### src/rtl/matrix_skew_dispatcher.sv
// Captures an NxN matrix on start and streams it to the TPU as a skewed wavefront,
// followed by FLUSH_CYCLES zero beats and a done pulse. Optional macro: MPU_TRANSPOSE_EN.
//
// state | meaning
// IDLE  | waiting for start (ready=1 once the previous job has fully retired)
// FEED  | step counter walks 0..2N-2, one wavefront beat per cycle
// FLUSH | FLUSH_CYCLES all-zero beats with TPU_valid low
// DONE  | one-cycle done pulse, then back to IDLE
module matrix_skew_dispatcher #(
  parameter int MATRIX_SIZE  = 4,
  parameter int DATA_WIDTH   = 8,
  parameter int FLUSH_CYCLES = 2
) (
  input  logic                                            clk,
  input  logic                                            rst_n,
  input  logic [MATRIX_SIZE*MATRIX_SIZE*DATA_WIDTH-1:0]   flattened_array_input,
  input  logic                                            start,
`ifdef MPU_TRANSPOSE_EN
  input  logic                                            transpose,
`endif
  output logic                                            ready,
  output logic [MATRIX_SIZE-1:0][DATA_WIDTH-1:0]          TPU_inarray,
  output logic                                            TPU_valid,
  output logic                                            done
);

  localparam int N  = MATRIX_SIZE;
  localparam int DW = DATA_WIDTH;
  localparam int SW = $clog2(2 * N);
  localparam logic [SW-1:0] T_LAST = SW'(2 * N - 2);
  localparam logic [3:0]    F_LAST = (FLUSH_CYCLES > 0) ? 4'(FLUSH_CYCLES - 1) : 4'd0;

  typedef enum logic [1:0] {IDLE, FEED, FLUSH, DONE} state_t;

  state_t                 state, state_nxt;
  logic [SW-1:0]          step;
  logic [3:0]             fcnt;
  logic [N*N*DW-1:0]      cap;
  logic [N-1:0][DW-1:0]   lane_nxt;
  logic                   accept;
`ifdef MPU_TRANSPOSE_EN
  logic                   xpose;
`endif

  assign accept = (state == IDLE) && ready && start;

  function automatic logic [DW-1:0] elem(input logic [N*N*DW-1:0] m, input int r, input int c);
    return m[(N*N-1-(r*N+c))*DW +: DW];
  endfunction

  always_ff @(posedge clk or negedge rst_n) begin
    if (!rst_n) state <= IDLE;
    else        state <= state_nxt;
  end

  always_comb begin
    state_nxt = state;
    case (state)
      IDLE:    if (accept) state_nxt = FEED;
      FEED:    if (step == T_LAST) state_nxt = (FLUSH_CYCLES == 0) ? DONE : FLUSH;
      FLUSH:   if (fcnt == F_LAST) state_nxt = DONE;
      DONE:    state_nxt = IDLE;
      default: state_nxt = IDLE;
    endcase
  end

  // Counters sit at zero outside their own state, so they start cleared on entry and never wrap.
  always_ff @(posedge clk or negedge rst_n) begin
    if (!rst_n) begin
      step <= '0;
      fcnt <= '0;
    end else begin
      step <= (state == FEED  && step != T_LAST) ? step + 1'b1 : '0;
      fcnt <= (state == FLUSH && fcnt != F_LAST) ? fcnt + 1'b1 : '0;
    end
  end

  always_ff @(posedge clk or negedge rst_n) begin
    if (!rst_n) begin
      cap   <= '0;
`ifdef MPU_TRANSPOSE_EN
      xpose <= 1'b0;
`endif
    end else if (accept) begin
      cap   <= flattened_array_input;
`ifdef MPU_TRANSPOSE_EN
      xpose <= transpose;
`endif
    end
  end

  // Lane k carries row (or column) N-1-k, delayed by that index to form the diagonal.
  always_comb begin
    lane_nxt = '0;
    if (state == FEED) begin
      for (int k = 0; k < N; k++) begin
        if (int'(step) >= N - 1 - k && int'(step) - (N - 1 - k) < N) begin
`ifdef MPU_TRANSPOSE_EN
          lane_nxt[k] = xpose ? elem(cap, int'(step) - (N - 1 - k), N - 1 - k)
                              : elem(cap, N - 1 - k, int'(step) - (N - 1 - k));
`else
          lane_nxt[k] = elem(cap, N - 1 - k, int'(step) - (N - 1 - k));
`endif
        end
      end
    end
  end

  // Outputs trail the state by one cycle; ready only rises after a full IDLE cycle.
  always_ff @(posedge clk or negedge rst_n) begin
    if (!rst_n) begin
      TPU_inarray <= '0;
      TPU_valid   <= 1'b0;
      done        <= 1'b0;
      ready       <= 1'b1;
    end else begin
      TPU_inarray <= lane_nxt;
      TPU_valid   <= (state == FEED);
      done        <= (state == DONE);
      ready       <= (state == IDLE) && !accept;
    end
  end

endmodule

### config.mk
export PLATFORM = sky130hd
export DESIGN_NAME = matrix_skew_dispatcher
export DESIGN_NICKNAME = d
export VERILOG_FILES = /design/src/rtl/matrix_skew_dispatcher.sv
export SDC_FILE = /design/constraint.sdc
export NUM_CORES = 1
export LEC_CHECK = 0
export ABC_CLOCK_PERIOD_IN_PS = 6600
export CAP_MARGIN = 40
export CORE_MARGIN = 4
export CORE_UTILIZATION = 33
export CTS_CLUSTER_SIZE = 28
export DETAILED_ROUTE_END_ITERATION = 10
export PLACE_DENSITY = 0.67
export SETUP_SLACK_MARGIN = 0.2
export SLEW_MARGIN = 10
export SYNTH_ARGS = -nofsm -noshare
export SYNTH_HDL_FRONTEND = slang
export SYNTH_SLANG_ARGS = --single-unit
### constraint.sdc
create_clock -name clk -period 6.6 [get_ports clk]
set_input_delay 1.32 -clock clk [delete_from_list [all_inputs] [get_ports clk]]
set_output_delay 1.32 -clock clk [all_outputs]
set_load 0.02 [all_outputs]
==> flow_summary.yaml <==
critical_path:
  critPathCaptureType: "flip-flop"
  r2r-start: "step[0]"
  cp.arrival_ps: 3970
  regToRegSetupSlack_ps: 2920
  worstSetupPathType: "flip-flop to flip-flop"
  r2r-end: "TPU_inarray[5]"
  r2r.worst_path.cells: 7
  cp.required_ps: 6890
  cp_max_fo: 42
  start_kind: "flip-flop"
synth:
  synthesis.nets: 706
  synth_top_area_cell: "dfrtp_1"
  synth_compound_area_share_pct: 1.98
  post-synth-top-count-cell: "dfrtp_1"
  synthCells: 557
  synth_area_um2: 8700
  synth.area.mux_share_pct: 39.0
  synth_area_leaders: "dfrtp_1 49%, mux4_2 15%, mux2_1 13%"
  synth.avg_cell_area_um2: 15.6
  ys_top_cells_by_count: "171 x dfrtp_1, 100 x mux2_1, 57 x mux4_2, 37 x mux2_2, 20 x buf_2"
  synth-async-reset-ratio_pct: 100
  synth-xor-area-share_pct: 0.302
  synth_seq_cells: 172
  synth.yosys.warnings: 0
  synth_top_family_by_area: "multiplexers"
  synth-edff-count: 0
  synth_fa_ha_area_share_pct: 2.59
  dominantRegCellSynth: "dfrtp_1"
  seq_area_frac_synth_pct: 49.5
  synthSimpleGateAreaFrac_pct: 3.12
  yosysTopAreaCellShare_pct: 49.2
  synth_cell_types: 32
timing:
  skew_ps: 11.3
  maxSlewViolCount: 0
  period_needed_ps: 3680
  finalWorstSetupSlack_ps: 2920
  fmax_mhz: 272
  worstMarginPinSlew_ps: 864
  setup_viol: 0
  hold_viol: 0
  final.setup.tns_ps: 0
  finalCritPeriodShare_pct: 55.8
  grt_setup_unrepaired: "no"
  slew_headroom_pct: 42.4
pwr:
  p_per_area_nw_per_um2: 453
  clkPwrFrac_pct: 19.6
  peakVddDrop_uv: 267
  power_uw: 5100
  p_seq_share_pct: 38.4
  pwr-share-comb_pct: 42.0
  intPower_uw: 3330
  switching_power_uw: 1770
  power.leakage_uw: 0.00475
  switching_share_pct: 34.7
global_routing:
  grt_usage_pct: 16.0
  antenna_found_initial: 0
  grt_pass1_vias: 5735
  overflow: 0
  grt_pass1_wl_um: 34500
  grt_max_degree: 57
clock_tree:
  hold_buffers: 0
  cts.repair.resized: 0
  post-cts-setup-buffers: 0
  clk_pin_slew_ps: 70
  htreeDepth: 4
  cts.sinks: 172
  numCtsBuffers: 17
  cts_tree: "done"
  clkLatencyLatePin_ps: 430
  cts_root_buf: "clkbuf_16"
  cts_max_path_buffers: 2
final_layout:
  syn_to_final_growth_pct: 29.6
  nets: 862
  drive_above_1_share_pct: 19.8
  n_fill_cell: 2374
  diodes: 0
  fin_cells: 1061
floorplanning:
  ios: 166
  dieArea_um2: 29000
  core_um2: 26000
  initial_utilization_pct: 33.5
  rows: 59
  die_w_um: 170
  dieHeight_um: 170
outcome:
  status: "finished, final reports clean"
detailed_routing:
  route.vias.total: 5377
  antenna_left: 0
  dr.pass1.iters: 4
  viasPerCell: 5.07
  first_iter_violations: 391
  routed_wl_um: 22500
  wl_per_cell_um: 21.2
  drc: 0
placed_design:
  dp_slack_ps: 2830
  port-buffer-count: 165
  dp_hpwl_um: 16800
  gp_congestion: 0.789
  placedCellCount: 1029
hold_path:
  min_to: "fcnt[0]"
  hp-start: "fcnt[0]"
  hold_class: "flip-flop to flip-flop"
  holdPathStages: 1
run:
  cap_viol_max_count: 0
==> how the worst max path moves through the flow <==
stage | endpoint | from | slack (ps) | cells after the start
after CTS | TPU_inarray[5] | step[0] | 2820 | 7
final | TPU_inarray[5] | step[0] | 2920 | 7
after global placement | cap[9] | start | 2820 | 4
after global routing | TPU_inarray[6] | step[0] | 2620 | 7
after floorplan | TPU_inarray[22] | step[0] | 3720 | 13
after detailed placement | TPU_inarray[2] | step[0] | 2830 | 7
==> per-stage QoR <==
stage / util [%] / hold WS [ps] / cell area, um^2
floorplan: - / 460 / 8700
global placement: 40.8 / 481 / 10600
detailed placement: 41.1 / 501 / 10700
CTS: 43.4 / 509 / 11300
global route: 43.4 / 536 / 11300
finish: 43.4 / 505 / 11300
==> final cells by class <==
| class | instances | area (um^2) | area share, % |
|---|---|---|---|
| repair buffers | 175 | 1780 | 15.8 |
| clock buffers | 18 | 439 | 3.90 |
| inverters | 19 | 78.8 | 0.699 |
| multi-input cells | 328 | 4100 | 36.4 |
| clock inverters | 14 | 146 | 1.30 |
| well taps | 335 | 419 | 3.72 |
| flip-flops and latches | 172 | 4310 | 38.2 |
==> layout by cell type, fill, tap and decap left out, types with 2 or more instances in the layout <==
cell,count
dfrtp_1,170
clkdlybuf4s50_1,164
mux2_1,100
mux4_2,57
mux2_2,37
mux2i_1,17
ha_1,17
clkbuf_16,17
a211oi_1,16
inv_1,15
nand2_1,15
mux4_1,15
nor2_1,15
and3_1,10
inv_6,9
nor2b_1,8
o21ai_1,8
buf_4,6
inv_8,3
xnor2_1,3
inv_2,2
nand3_1,2
clkinvlp_4,2
buf_12,2
==> worst max-delay path: stages (launching register included) <==
cell and delay (ps):
dfrtp_4 880, buf_4 610, ha_1 260, xnor2_1 100, ha_1 870, mux4_2 590, mux2i_1 150, nor2_1 60
==> power groups by stage <==
stage | clock (uW) | combinational, uW | sequential, uW
2_1_floorplan | 0 | 1680 | 1790
3_5_place_dp | 0 | 2170 | 1980
4_1_cts | 1020 | 2180 | 1970
6_report | 999 | 2140 | 1960
3_3_place_gp | 0 | 2080 | 1970
5_1_grt | 1070 | 2330 | 2030
==> logic make-up after synthesis <==
| family | Yosys count |
|---|---|
| mux | 226 |
| compound gates | 26 |
| fa+ha+maj | 18 |
| simple gates | 55 |
| buf+inv | 57 |
| flops | 172 |
| xor+xnor | 3 |
==> sequential cells by signal (all words and copies together) (netlist names) <==
register	count
TPU_inarray	32
TPU_valid	1
cap	128
done	1
fcnt	4
ready	1
state	2
step	3
==> routing by layer <==
| layer | global-route usage [%] | up-vias | part of all wire [%] |
|---|---|---|---|
| met5 | 0 | - | 0 |
| met4 | 2.71 | 0 | 0.64 |
| met3 | 3.55 | 10 | 5.3 |
| met2 | 27.3 | 153 | 52 |
| met1 | 21.2 | 2789 | 42 |
| li1 | - | 2425 | - |
Note: power is estimated with default switching activity, not from simulation.
